[config.mk]
export PLATFORM = sky130hd
export DESIGN_NAME = gate_exerciser
export DESIGN_NICKNAME = d
export VERILOG_FILES = /design/src/rtl/gate_test_pkg.sv /design/src/rtl/golden_gate_model.sv /design/src/rtl/gate_exerciser.sv
export SDC_FILE = /design/constraint.sdc
export NUM_CORES = 1
export LEC_CHECK = 0
export CELL_PAD_IN_SITES_DETAIL_PLACEMENT = 1
export CELL_PAD_IN_SITES_GLOBAL_PLACEMENT = 2
export CORE_MARGIN = 2
export CORE_UTILIZATION = 30
export DETAILED_ROUTE_END_ITERATION = 12
export HOLD_SLACK_MARGIN = 0.06
export PLACE_DENSITY_LB_ADDON = 0.25
export SKIP_LAST_GASP = 1
export SYNTH_ARGS = -nofsm -noshare
export SYNTH_HDL_FRONTEND = slang
export SYNTH_SLANG_ARGS = --single-unit
[constraint.sdc]
create_clock -name clk -period 2.3 [get_ports clk]
set_clock_uncertainty 0.15 [all_clocks]
set_input_delay 0.345 -clock clk [delete_from_list [all_inputs] [get_ports clk]]
set_output_delay 0.345 -clock clk [all_outputs]
set_load 0.03 [all_outputs]
[src/rtl/gate_test_pkg.sv]
// Shared definitions for the gate exerciser: FSM states, vector count and
// the bit positions of each gate input inside the stimulus vector.
package gate_test_pkg;

  typedef enum logic [1:0] {
    IDLE   = 2'd0,
    SETTLE = 2'd1,
    CHECK  = 2'd2,
    DONE   = 2'd3
  } state_t;

  localparam int unsigned NUM_VECTORS = 32;

  localparam int unsigned A = 0;
  localparam int unsigned B = 1;
  localparam int unsigned D = 2;
  localparam int unsigned E = 3;
  localparam int unsigned G = 4;

endpackage

[src/rtl/golden_gate_model.sv]
// Reference model of the gate DUT: expected c, f and h for a stimulus vector.
module golden_gate_model
  import gate_test_pkg::*;
(
  input  logic [4:0] vec,
  output logic       exp_c,
  output logic       exp_f,
  output logic       exp_h
);

  always_comb begin
    exp_c = vec[A] & vec[B];
    exp_f = vec[D] | vec[E];
    exp_h = ~vec[G];
  end

endmodule

[src/rtl/gate_exerciser.sv]
// Exhaustively drives all 32 input patterns into a small gate DUT, checks
// each response against the golden model and reports pass/fail summary.
module gate_exerciser
  import gate_test_pkg::*;
#(
  parameter int unsigned SETTLE_CYCLES = 4,
  parameter int unsigned CNT_W         = 6
) (
  input  logic             clk,
  input  logic             rst_n,
  input  logic             start,
  input  logic             dut_c,
  input  logic             dut_f,
  input  logic             dut_h,
  output logic [4:0]       stim,
  output logic             busy,
  output logic             done,
  output logic             pass,
  output logic [CNT_W-1:0] err_count,
  output logic [4:0]       fail_vector
);

  localparam logic [3:0] SETTLE_LOAD = 4'(SETTLE_CYCLES - 1);
  localparam logic [4:0] LAST_VEC    = 5'(NUM_VECTORS - 1);

  state_t           state, state_n;
  logic [4:0]       vec, vec_n;
  logic [3:0]       cnt, cnt_n;
  logic [CNT_W-1:0] err_n;
  logic [4:0]       fail_n;
  logic             seen_fail, seen_fail_n;
  logic             busy_n, done_n, pass_n;
  logic             exp_c, exp_f, exp_h;
  logic             mismatch;

  golden_gate_model u_model (
    .vec   (vec),
    .exp_c (exp_c),
    .exp_f (exp_f),
    .exp_h (exp_h)
  );

  assign mismatch = {dut_c, dut_f, dut_h} != {exp_c, exp_f, exp_h};
  assign stim     = vec;

  always_ff @(posedge clk or negedge rst_n) begin
    if (!rst_n) begin
      state       <= IDLE;
      vec         <= '0;
      cnt         <= '0;
      err_count   <= '0;
      fail_vector <= '0;
      seen_fail   <= 1'b0;
      busy        <= 1'b0;
      done        <= 1'b0;
      pass        <= 1'b0;
    end else begin
      state       <= state_n;
      vec         <= vec_n;
      cnt         <= cnt_n;
      err_count   <= err_n;
      fail_vector <= fail_n;
      seen_fail   <= seen_fail_n;
      busy        <= busy_n;
      done        <= done_n;
      pass        <= pass_n;
    end
  end

  always_comb begin
    state_n     = state;
    vec_n       = vec;
    cnt_n       = cnt;
    err_n       = err_count;
    fail_n      = fail_vector;
    seen_fail_n = seen_fail;

    unique case (state)
      IDLE, DONE: begin
        if (start) begin
          state_n     = SETTLE;
          vec_n       = '0;
          cnt_n       = SETTLE_LOAD;
          err_n       = '0;
          fail_n      = '0;
          seen_fail_n = 1'b0;
        end
      end
      SETTLE: begin
        if (cnt == '0) state_n = CHECK;
        else           cnt_n   = cnt - 4'd1;
      end
      CHECK: begin
        if (mismatch) begin
          err_n = err_count + CNT_W'(1);
          if (!seen_fail) begin
            seen_fail_n = 1'b1;
            fail_n      = vec;
          end
        end
        if (vec == LAST_VEC) begin
          state_n = DONE;
        end else begin
          state_n = SETTLE;
          vec_n   = vec + 5'd1;
          cnt_n   = SETTLE_LOAD;
        end
      end
    endcase

    // Status flags are decoded from next-state values so they come straight off flops.
    busy_n = (state_n == SETTLE) || (state_n == CHECK);
    done_n = (state_n == DONE);
    pass_n = done_n && (err_n == '0);
  end

endmodule
### Word-level counts from Yosys, hierarchy flattened

Cells that the tools add are included.

* register bits after elaboration: 26
* output and inout port bits: 19

* add/subtract/negate cells: 3
* equal/unequal tests: 13
* mux-type cells: 20
* bitwise gates (word level): 3
* reduce and logical (&&, ||, !) cells: 11

Operator list (number)
* 5-bit two-way mux: 4
* 5-bit case mux with 2 select lines: 2
* 4-bit two-way mux: 3
* 6-bit two-way mux: 2
* 4-bit case mux with 3 select lines: 1
* 6-bit case mux with 2 select lines: 1
* 2-bit inequality test, second input constant: 5
* 3-bit AND reduction: 3
* 2-bit == test, second input constant: 4
* 6-bit by 1-bit adder with 6-bit output, second input constant: 1
* 6-bit zero test: 1
* 2-bit two-way mux: 3
* 2-bit case mux with 3 select lines: 1
* 5-bit by 1-bit adder with 5-bit output, second input constant: 1
* 5-bit == test, second input constant: 1
* 2-bit by 1-bit == test with 1-bit output, second input constant: 2
* 4-bit zero test: 1
* 4-bit AND reduction: 1
* 4-bit by 1-bit subtractor with 4-bit output, second input constant: 1
* 3-bit inequality test: 1
* 2-bit zero test: 1
* 1-bit two-way mux: 2
* 1-bit case mux with 2 select lines: 1
* 2-bit nonzero test: 1
* other kinds (6): 6

### Depth between registers and ports, before layout

Gate-level depths: netlist (run 1).

* depth in word-level cells: 6
* mapped depth: 10
* depth with buffers taken out: 9

### Hierarchy

From an unflattened synthesis (run 1), not the netlist that was laid out.

* cells, all modules: 161
* area total of the unflattened synthesis: 1575.3 um^2

By module, submodules not included
* gate_exerciser: instances 1, cells each 158, area an instance 1559.0 um^2, sequential area each 650.6 um^2
* golden_gate_model: instances 1, cells each 3, area an instance 16.3 um^2, sequential area each 0.0 um^2

### Worst setup path before layout (run 1)

OpenSTA, ideal clock, no wires.

* kind: reg-to-reg
* start point: register vec[1] (netlist: stim[1])
* end point: register pass
* arrival: 2554 ps
* path slack: -499 ps
* cell stages (with the launch flop): 11
* path buffers: 1
* cell sequence: dfrtp_1 > ha_1 > and3_2 > ha_1 > clkbuf_1 > nand2_1 > a21boi_0 > ha_1 > inv_1 > or4_4 > nor4_4

RTL lines
* start, declared: RTL line gate_exerciser.sv:27 `logic [4:0] vec, vec_n;`
* start signal, assigned: RTL line gate_exerciser.sv:59 `vec <= vec_n;`
* 5-bit == test: RTL line gate_exerciser.sv:101 `if (vec == LAST_VEC) begin`
* 2-bit two-way mux: RTL line gate_exerciser.sv:101
* 2-bit case mux with 3 select lines: RTL line gate_exerciser.sv:78 `unique case (state)`
* net state_n[1]: RTL line gate_exerciser.sv:26 `state_t state, state_n;`
* 2-bit == test: RTL line gate_exerciser.sv:113 `done_n = (state_n == DONE);`
* net done_n: RTL line gate_exerciser.sv:32 `logic busy_n, done_n, pass_n;`
* 1-bit logical AND: RTL line gate_exerciser.sv:114 `pass_n = done_n && (err_n == '0);`
* net pass_n: RTL line gate_exerciser.sv:32
* end signal, assigned: RTL line gate_exerciser.sv:66 `pass <= pass_n;`
* end, declared: RTL line gate_exerciser.sv:18 `output logic pass,`

The timed path passes the listed nets, and every way through them passes these cells.
A chain may end at the register's enable or synchronous reset.

### Worst setup path after layout (run 1)

* start point: register vec[2] (netlist: stim[2])
* end point: register pass

* longest elaborated chain between the ends: 6

RTL lines
* 1-bit OR: RTL line golden_gate_model.sv:13 `exp_f = vec[D] | vec[E];`
* 3-bit inequality test: RTL line gate_exerciser.sv:43 `assign mismatch = {dut_c, dut_f, dut_h} != {exp_c, exp_f, exp_h};`
* 6-bit two-way mux: RTL line gate_exerciser.sv:94 `if (mismatch) begin`
* 6-bit case mux with 2 select lines: RTL line gate_exerciser.sv:78
* net err_n[2]: RTL line gate_exerciser.sv:29 `logic [CNT_W-1:0] err_n;`
* 6-bit zero test: RTL line gate_exerciser.sv:114
* 1-bit logical AND: RTL line gate_exerciser.sv:114
* net pass_n: RTL line gate_exerciser.sv:32

The timed path passes the listed nets, and every way through them passes these cells.

==> impl_metrics.py, run 1 <==
metrics = {
    "clocking": {
        "clock_path_buffers": 2,
        "cts_tree": "done",
        "root_buffer": "clkbuf_8",
        "clk_latency_ns": 0.28,
        "htreeDepth": 1,
        "cts_made_buffers": 3,
        "postCtsHoldBufs": 0,
        "cts_sinks": 26,
        "clk_pin_slew_worst_paths_ns": 0.10,
    },
    "setup_path": {
        "critical_path_required_ns": 2.34,
        "worst_r2r_path_depth": 5,
        "start_kind": "register",
        "path_class": "register to register",
        "path_max_fanout": 4,
        "arrival_ns": 2.46,
        "setup.worst_path.end_class": "register",
    },
    "grt": {
        "grt_max_degree": 27,
        "grt_use_total_pct": 16.9,
        "grt_pass1_wl_um": 7880,
        "grt_pass1_vias": 1718,
        "grt-ovfl-total": 0,
        "antenna_found_initial": 0,
    },
    "pwr": {
        "switching_share_pct": 38.6,
        "vdd_drop_max_mv": 0.444,
        "p_int_mw": 1.24,
        "pwr-share-seq_pct": 30.1,
        "p_switching_mw": 0.777,
        "p_comb_share_pct": 56.0,
        "p_leak_nw": 0.998,
        "clockPowerShare_pct": 14.0,
        "power_density_nw_per_um2": 888,
    },
    "outcome": {
        "status": "finished with violations",
        "violations": "negative setup slack",
    },
    "drt": {
        "drt-pass1-iter-count": 4,
        "routedWlPerCell_um": 16.1,
        "drtAntennaViolNets": 0,
        "vias": 1447,
        "routed_wl_um": 4600,
        "drtIter0Drc": 39,
        "drc": 0,
        "vias_per_cell": 5.08,
    },
    "synthesis": {
        "synth_seq_cells": 26,
        "yosysTopAreaCell": "dfrtp_1",
        "yosysWarnings": 0,
        "yosys_most_used_dff": "dfrtp_1",
        "synth_top_area_share_pct": 41.6,
        "synth_top_family_by_area": "compound AO/OA/AOI/OAI gates",
        "netlist_area_um2": 1560,
        "synth_xor_area_share_pct": 1.12,
        "syn_area_per_cell_um2": 9.95,
        "synthCells": 157,
        "synth_simple_gate_area_share_pct": 18.5,
        "synth.most_common_cell": "dfrtp_1",
        "synth.area.mux_share_pct": 4.48,
        "synth_seq_area_share_pct": 41.6,
        "synth-edff-count": 0,
        "synth_nets": 171,
        "yosys-top-cells-count": "dfrtp_1, nand2_1, inv_1, ha_1, mux2i_1",
        "synth_compound_area_share_pct": 23.3,
        "synth.area.top_cells": "dfrtp_1, ha_1, mux2i_1, nand2_1, a22o_1",
        "synth_cell_types": 48,
        "synth_async_sr_flop_share_pct": 100,
        "synth_fa_ha_area_share_pct": 6.41,
    },
    "final_layout": {
        "diodes": 0,
        "nNetsFinal": 230,
        "design_area_um2": 2270,
        "areaGrowthSynthToFinish_pct": 45.1,
        "drive_gt1_share_pct": 30.7,
    },
    "timing": {
        "rsz0062_at_grt": "true",
        "period_needed_ns": 2.43,
        "max_freq_ghz": 0.412,
        "finalCritPeriodShare_pct": 105,
        "hold_ws_ns": 0.295,
        "finalSetupViolations": 1,
        "worst_slack_ns": -0.126,
        "hold_viol_final": 0,
        "drv_slew": 0,
        "relSlewSlack_pct": 65.0,
        "tightestPinTransition_ns": 0.512,
    },
    "floorplan": {
        "dieArea_um2": 5800,
        "rows": 26,
        "die_w_um": 76.2,
        "core_um2": 5070,
        "start_util_pct": 30.8,
        "die_height_um": 76.2,
        "ioPinCount": 25,
    },
    "placement": {
        "dpl_cell_area_um2": 2150,
        "place_hpwl_um": 3560,
        "gp_congestion": 0.828,
        "portBuffers": 24,
    },
    "hold_path": {
        "hold_path.class": "input pin to asynchronous set/reset pin",
    },
    "flow_run": {
        "max_cap_violations": 0,
    },
}
-- registers in the layout, indices dropped and copies added (netlist names) --
| signal | count |
|---|---|
| busy | 1 |
| cnt | 4 |
| done | 1 |
| err_count | 6 |
| fail_vector | 5 |
| pass | 1 |
| seen_fail | 1 |
| state | 2 |
| stim | 5 |
-- final cells by class --
type	count	area, um2
Tap cell	70	87.6
Timing Repair Buffer	61	517
Clock buffer	4	45.0
Fill cell	596	2810
Multi-Input combinational cell	114	925
Inverter	10	37.5
Sequential cell	26	656
-- cells by family (layout without fill, tap and decap cells) --
family | count (synthesis) | in the layout
muxes | 7 | 7
and+or+nand+nor | 51 | 51
xor gates and xnor gates | 2 | 2
DFF | 26 | 26
adders and majority gates | 8 | 8
buffers and inverters | 17 | 75
AOI/OAI and AO/OA | 46 | 46
-- worst max-delay path: stages (launching register included) --
cell     delay (ns)
dfrtp_2        0.43
or3_4          0.39
a211o_4        0.36
a211o_4        0.33
or4_4          0.53
nor4_4         0.14
-- cells in the final DEF (no fill, tap or decap), types with 2 or more instances in the layout --
cell,instances
buf_4,37
clkdlybuf4s50_1,23
dfrtp_1,22
nand2_1,17
inv_1,9
mux2i_1,7
o21ai_0,6
a22o_1,6
nor2_1,5
nor3_1,5
a22oi_1,5
a21oi_1,4
nand2b_1,4
nor2b_1,4
ha_1,4
dfrtp_2,4
a2111oi_0,3
nand3_1,3
ha_4,3
clkbuf_8,3
o21ai_1,2
a211o_4,2
nor3b_1,2
o211ai_1,2
a21o_1,2
-- through the flow --
step	power, mW	instances	utilization, %	setup TNS, ns	worst slack (ns)
floorplan	1.22	157	-	-0.181	-0.181
global placement	1.61	279	42.3	-1.98	-0.450
detailed placement	1.67	279	42.3	-2.27	-0.492
CTS	1.99	284	44.0	-0.134	-0.134
global route	2.17	285	44.7	-0.195	-0.195
finish	2.01	285	44.7	-0.126	-0.126
-- timing repair --
| action | in CTS | in global routing |
|---|---|---|
| pin swaps | 4 | 0 |
| resized for setup | 9 | 4 |
| buffers inserted | 1 | 1 |
| gates cloned | 0 | 0 |
| endpoints found under the setup margin | 2 | 5 |
-- final timing paths --
check	start	slack (ns)	end
max	stim[2]	-0.13	pass
min	rst_n	0.29	err_count[0]
max reg2reg	stim[2]	-0.13	pass
min reg2reg	fail_vector[1]	0.38	fail_vector[1]
max in group asynchronous	rst_n	1.42	stim[1]
min in group clk	fail_vector[1]	0.38	fail_vector[1]
-- power groups by stage --
stage,clock (mW),sequential [mW],combinational (mW)
final,0.282,0.606,1.13
after global routing,0.314,0.615,1.24
after CTS,0.289,0.606,1.10
after detailed placement,0,0.611,1.06
after global placement,0,0.605,1.00
after floorplan,0,0.673,0.550
-- metal layers --
metal | GRT usage, % | wire (um) | vias up
met5 | 0 | 0 | -
met4 | 6.91 | 81 | 0
met3 | 2.37 | 122 | 8
met2 | 32.4 | 2470 | 27
met1 | 18.5 | 1920 | 717
li1 | - | - | 695
No activity file was read; power rests on OpenSTA's default activity.
==> inputs of run 2 (changes only) <==
--- a/config.mk
+++ b/config.mk
@@ -8,7 +8,7 @@
 export CELL_PAD_IN_SITES_DETAIL_PLACEMENT = 1
 export CELL_PAD_IN_SITES_GLOBAL_PLACEMENT = 2
 export CORE_MARGIN = 2
-export CORE_UTILIZATION = 30
+export CORE_UTILIZATION = 33
 export DETAILED_ROUTE_END_ITERATION = 12
 export HOLD_SLACK_MARGIN = 0.06
 export PLACE_DENSITY_LB_ADDON = 0.25
==> constraint.sdc (replaced) <==
create_clock -name clk -period 2.85 [get_ports clk]
set_clock_uncertainty 0.15 [all_clocks]
set_input_delay 0.4275 -clock clk [delete_from_list [all_inputs] [get_ports clk]]
set_output_delay 0.4275 -clock clk [all_outputs]
set_load 0.03 [all_outputs]
==> run 2 against run 1 <==
The flow now finishes without violations. Sequential power fell by 19%. Register-to-register slack improved by 0.33 ns. Via count fell by 7.7%. Setup slack improved by 0.33 ns. Critical path depth up 2. Hold slack improved by 0.084 ns.
==> impl_metrics.py, run 2 (synthesis results as in run 1) <==
metrics = {
    "outcome": {
        "status": "finished, final reports clean",
    },
    "timing": {
        "finalCritPeriodShare_pct": 92.8,
        "finalSetupViolations": 0,
        "period_needed_ns": 2.64,
        "tns_ns": 0,
        "hold_viol_final": 0,
        "relSlewSlack_pct": 56.1,
        "max_freq_ghz": 0.378,
        "tightestPinTransition_ns": 0.641,
        "drv_slew": 0,
        "rsz0062_at_grt": "false",
    },
    "pwr": {
        "p_comb_share_pct": 47.9,
        "power_density_nw_per_um2": 689,
        "p_int_mw": 0.806,
        "pwr-share-seq_pct": 36.4,
        "p_leak_nw": 0.863,
        "vdd_drop_max_mv": 0.239,
        "p_total_mw": 1.35,
        "clockPowerShare_pct": 15.7,
        "switching_share_pct": 40.1,
        "p_switching_mw": 0.540,
    },
    "clocking": {
        "post_cts_resized": 0,
        "cts_made_buffers": 3,
        "htreeDepth": 1,
        "postCtsHoldBufs": 0,
        "clk_latency_ns": 0.27,
        "clk_pin_slew_worst_paths_ns": 0.09,
        "clock_path_buffers": 2,
        "root_buffer": "clkbuf_8",
        "cts_tree": "done",
        "post_cts_buffers": 0,
        "cts_sinks": 26,
    },
    "setup_path": {
        "setup.worst_path.end_class": "register",
        "arrival_ns": 2.67,
        "path_max_fanout": 10,
        "start_kind": "register",
        "path_class": "register to register",
        "critical_path_required_ns": 2.88,
    },
    "final_layout": {
        "drive_gt1_share_pct": 12.8,
        "nNetsFinal": 203,
        "fin_util_pct": 42.2,
        "diodes": 0,
        "layout_commonest_cell": "dfrtp_1",
        "final_cell_mix": "dfrtp_1, clkdlybuf4s50_1, nand2_1",
        "largest-register": "err_count",
        "areaGrowthSynthToFinish_pct": 25.0,
        "largest_register_ffs": 6,
    },
    "placement": {
        "gp_congestion": 0.813,
        "portBuffers": 24,
        "place_hpwl_um": 2970,
    },
    "drt": {
        "routedWlPerCell_um": 16.3,
        "vias_per_cell": 5.54,
        "drt-pass1-iter-count": 4,
        "vias": 1335,
        "drc": 0,
        "drtAntennaViolNets": 0,
        "drtIter0Drc": 73,
        "routed_wl_um": 3920,
    },
    "floorplan": {
        "core_um2": 4630,
        "ioPinCount": 25,
        "rows": 25,
        "die_height_um": 72.8,
        "start_util_pct": 33.8,
        "dieArea_um2": 5300,
        "die_w_um": 72.8,
    },
    "grt": {
        "antenna_found_initial": 0,
        "grt_use_total_pct": 16.3,
        "grt_pass1_vias": 1361,
        "grt_pass1_wl_um": 6670,
        "grt-ovfl-total": 0,
        "grt_max_degree": 27,
    },
    "flow_run": {
        "max_cap_violations": 0,
    },
    "hold_path": {
        "hold_path.class": "input pin to asynchronous set/reset pin",
    },
}
-- run 2: cell count changes in the layout (fill, tap and decap cells not counted), sizes merged --
cell and delta:
buf -27, clkbuf -1, clkdlybuf4s50 +1, dlygate4sd2 -1
-- run 2: cell type report --
cell class / instances / area [um2]
fill: 532 / 2680
multi-input combinational: 114 / 841
sequential: 26 / 651
timing repair buffer: 34 / 315
tap: 54 / 67.6
clock buffer: 3 / 41.3
inverter: 10 / 37.5
-- run 2: worst max-delay path: stages, from the launching register on --
cell	delay (ns)
dfrtp_1	0.39
inv_1	0.08
ha_1	0.42
nand2b_1	0.13
or2b_2	0.35
a221o_1	0.38
or4_4	0.50
nor4_4	0.15
-- run 2: through the flow --
stage          instances  hold WS (ns)  instance area (um2)  setup slack [ns]
2_1_floorplan        157       -0.0181                 1560            0.0509
3_3_place_gp         238         0.353                 1910            0.0648
3_5_place_dp         238         0.358                 1910          -0.00532
4_1_cts              241         0.380                 1950             0.185
5_1_grt              241         0.403                 1950            0.0284
6_report             241         0.379                 1950             0.206
-- run 2: power by group through the flow --
stage	combinational (mW)	sequential, mW	clock (mW)
global placement	0.628	0.493	0
finish	0.644	0.490	0.211
CTS	0.655	0.491	0.224
global route	0.722	0.504	0.240
detailed placement	0.655	0.496	0
floorplan	0.399	0.538	0
-- run 2: final timing paths --
check	startpoint	endpoint	slack (ns)	depth (start not counted)
min in group clk	fail_vector[4]	fail_vector[4]	0.38	1
max	state[0]	pass	0.21	7
min	rst_n	cnt[2]	0.38	2
max in group asynchronous	rst_n	stim[2]	1.91	2
min reg2reg	fail_vector[4]	fail_vector[4]	0.38	1
max reg2reg	state[0]	pass	0.21	7
-- run 2: metal layers --
metal	track usage (%)	share of wire, %
met1	21.2	47
met2	28.0	50
met3	2.49	2.1
met4	4.73	1.5
met5	0	0
==> inputs of run 3 (changes only) <==
--- a/config.mk
+++ b/config.mk
@@ -10,6 +10,7 @@
 export CORE_MARGIN = 2
 export CORE_UTILIZATION = 33
 export DETAILED_ROUTE_END_ITERATION = 12
+export GPL_ROUTABILITY_DRIVEN = 0
 export HOLD_SLACK_MARGIN = 0.06
 export PLACE_DENSITY_LB_ADDON = 0.25
 export SKIP_LAST_GASP = 1
==> results of run 3 <==
Final layout, timing and power as in run 2 (identical DEF).
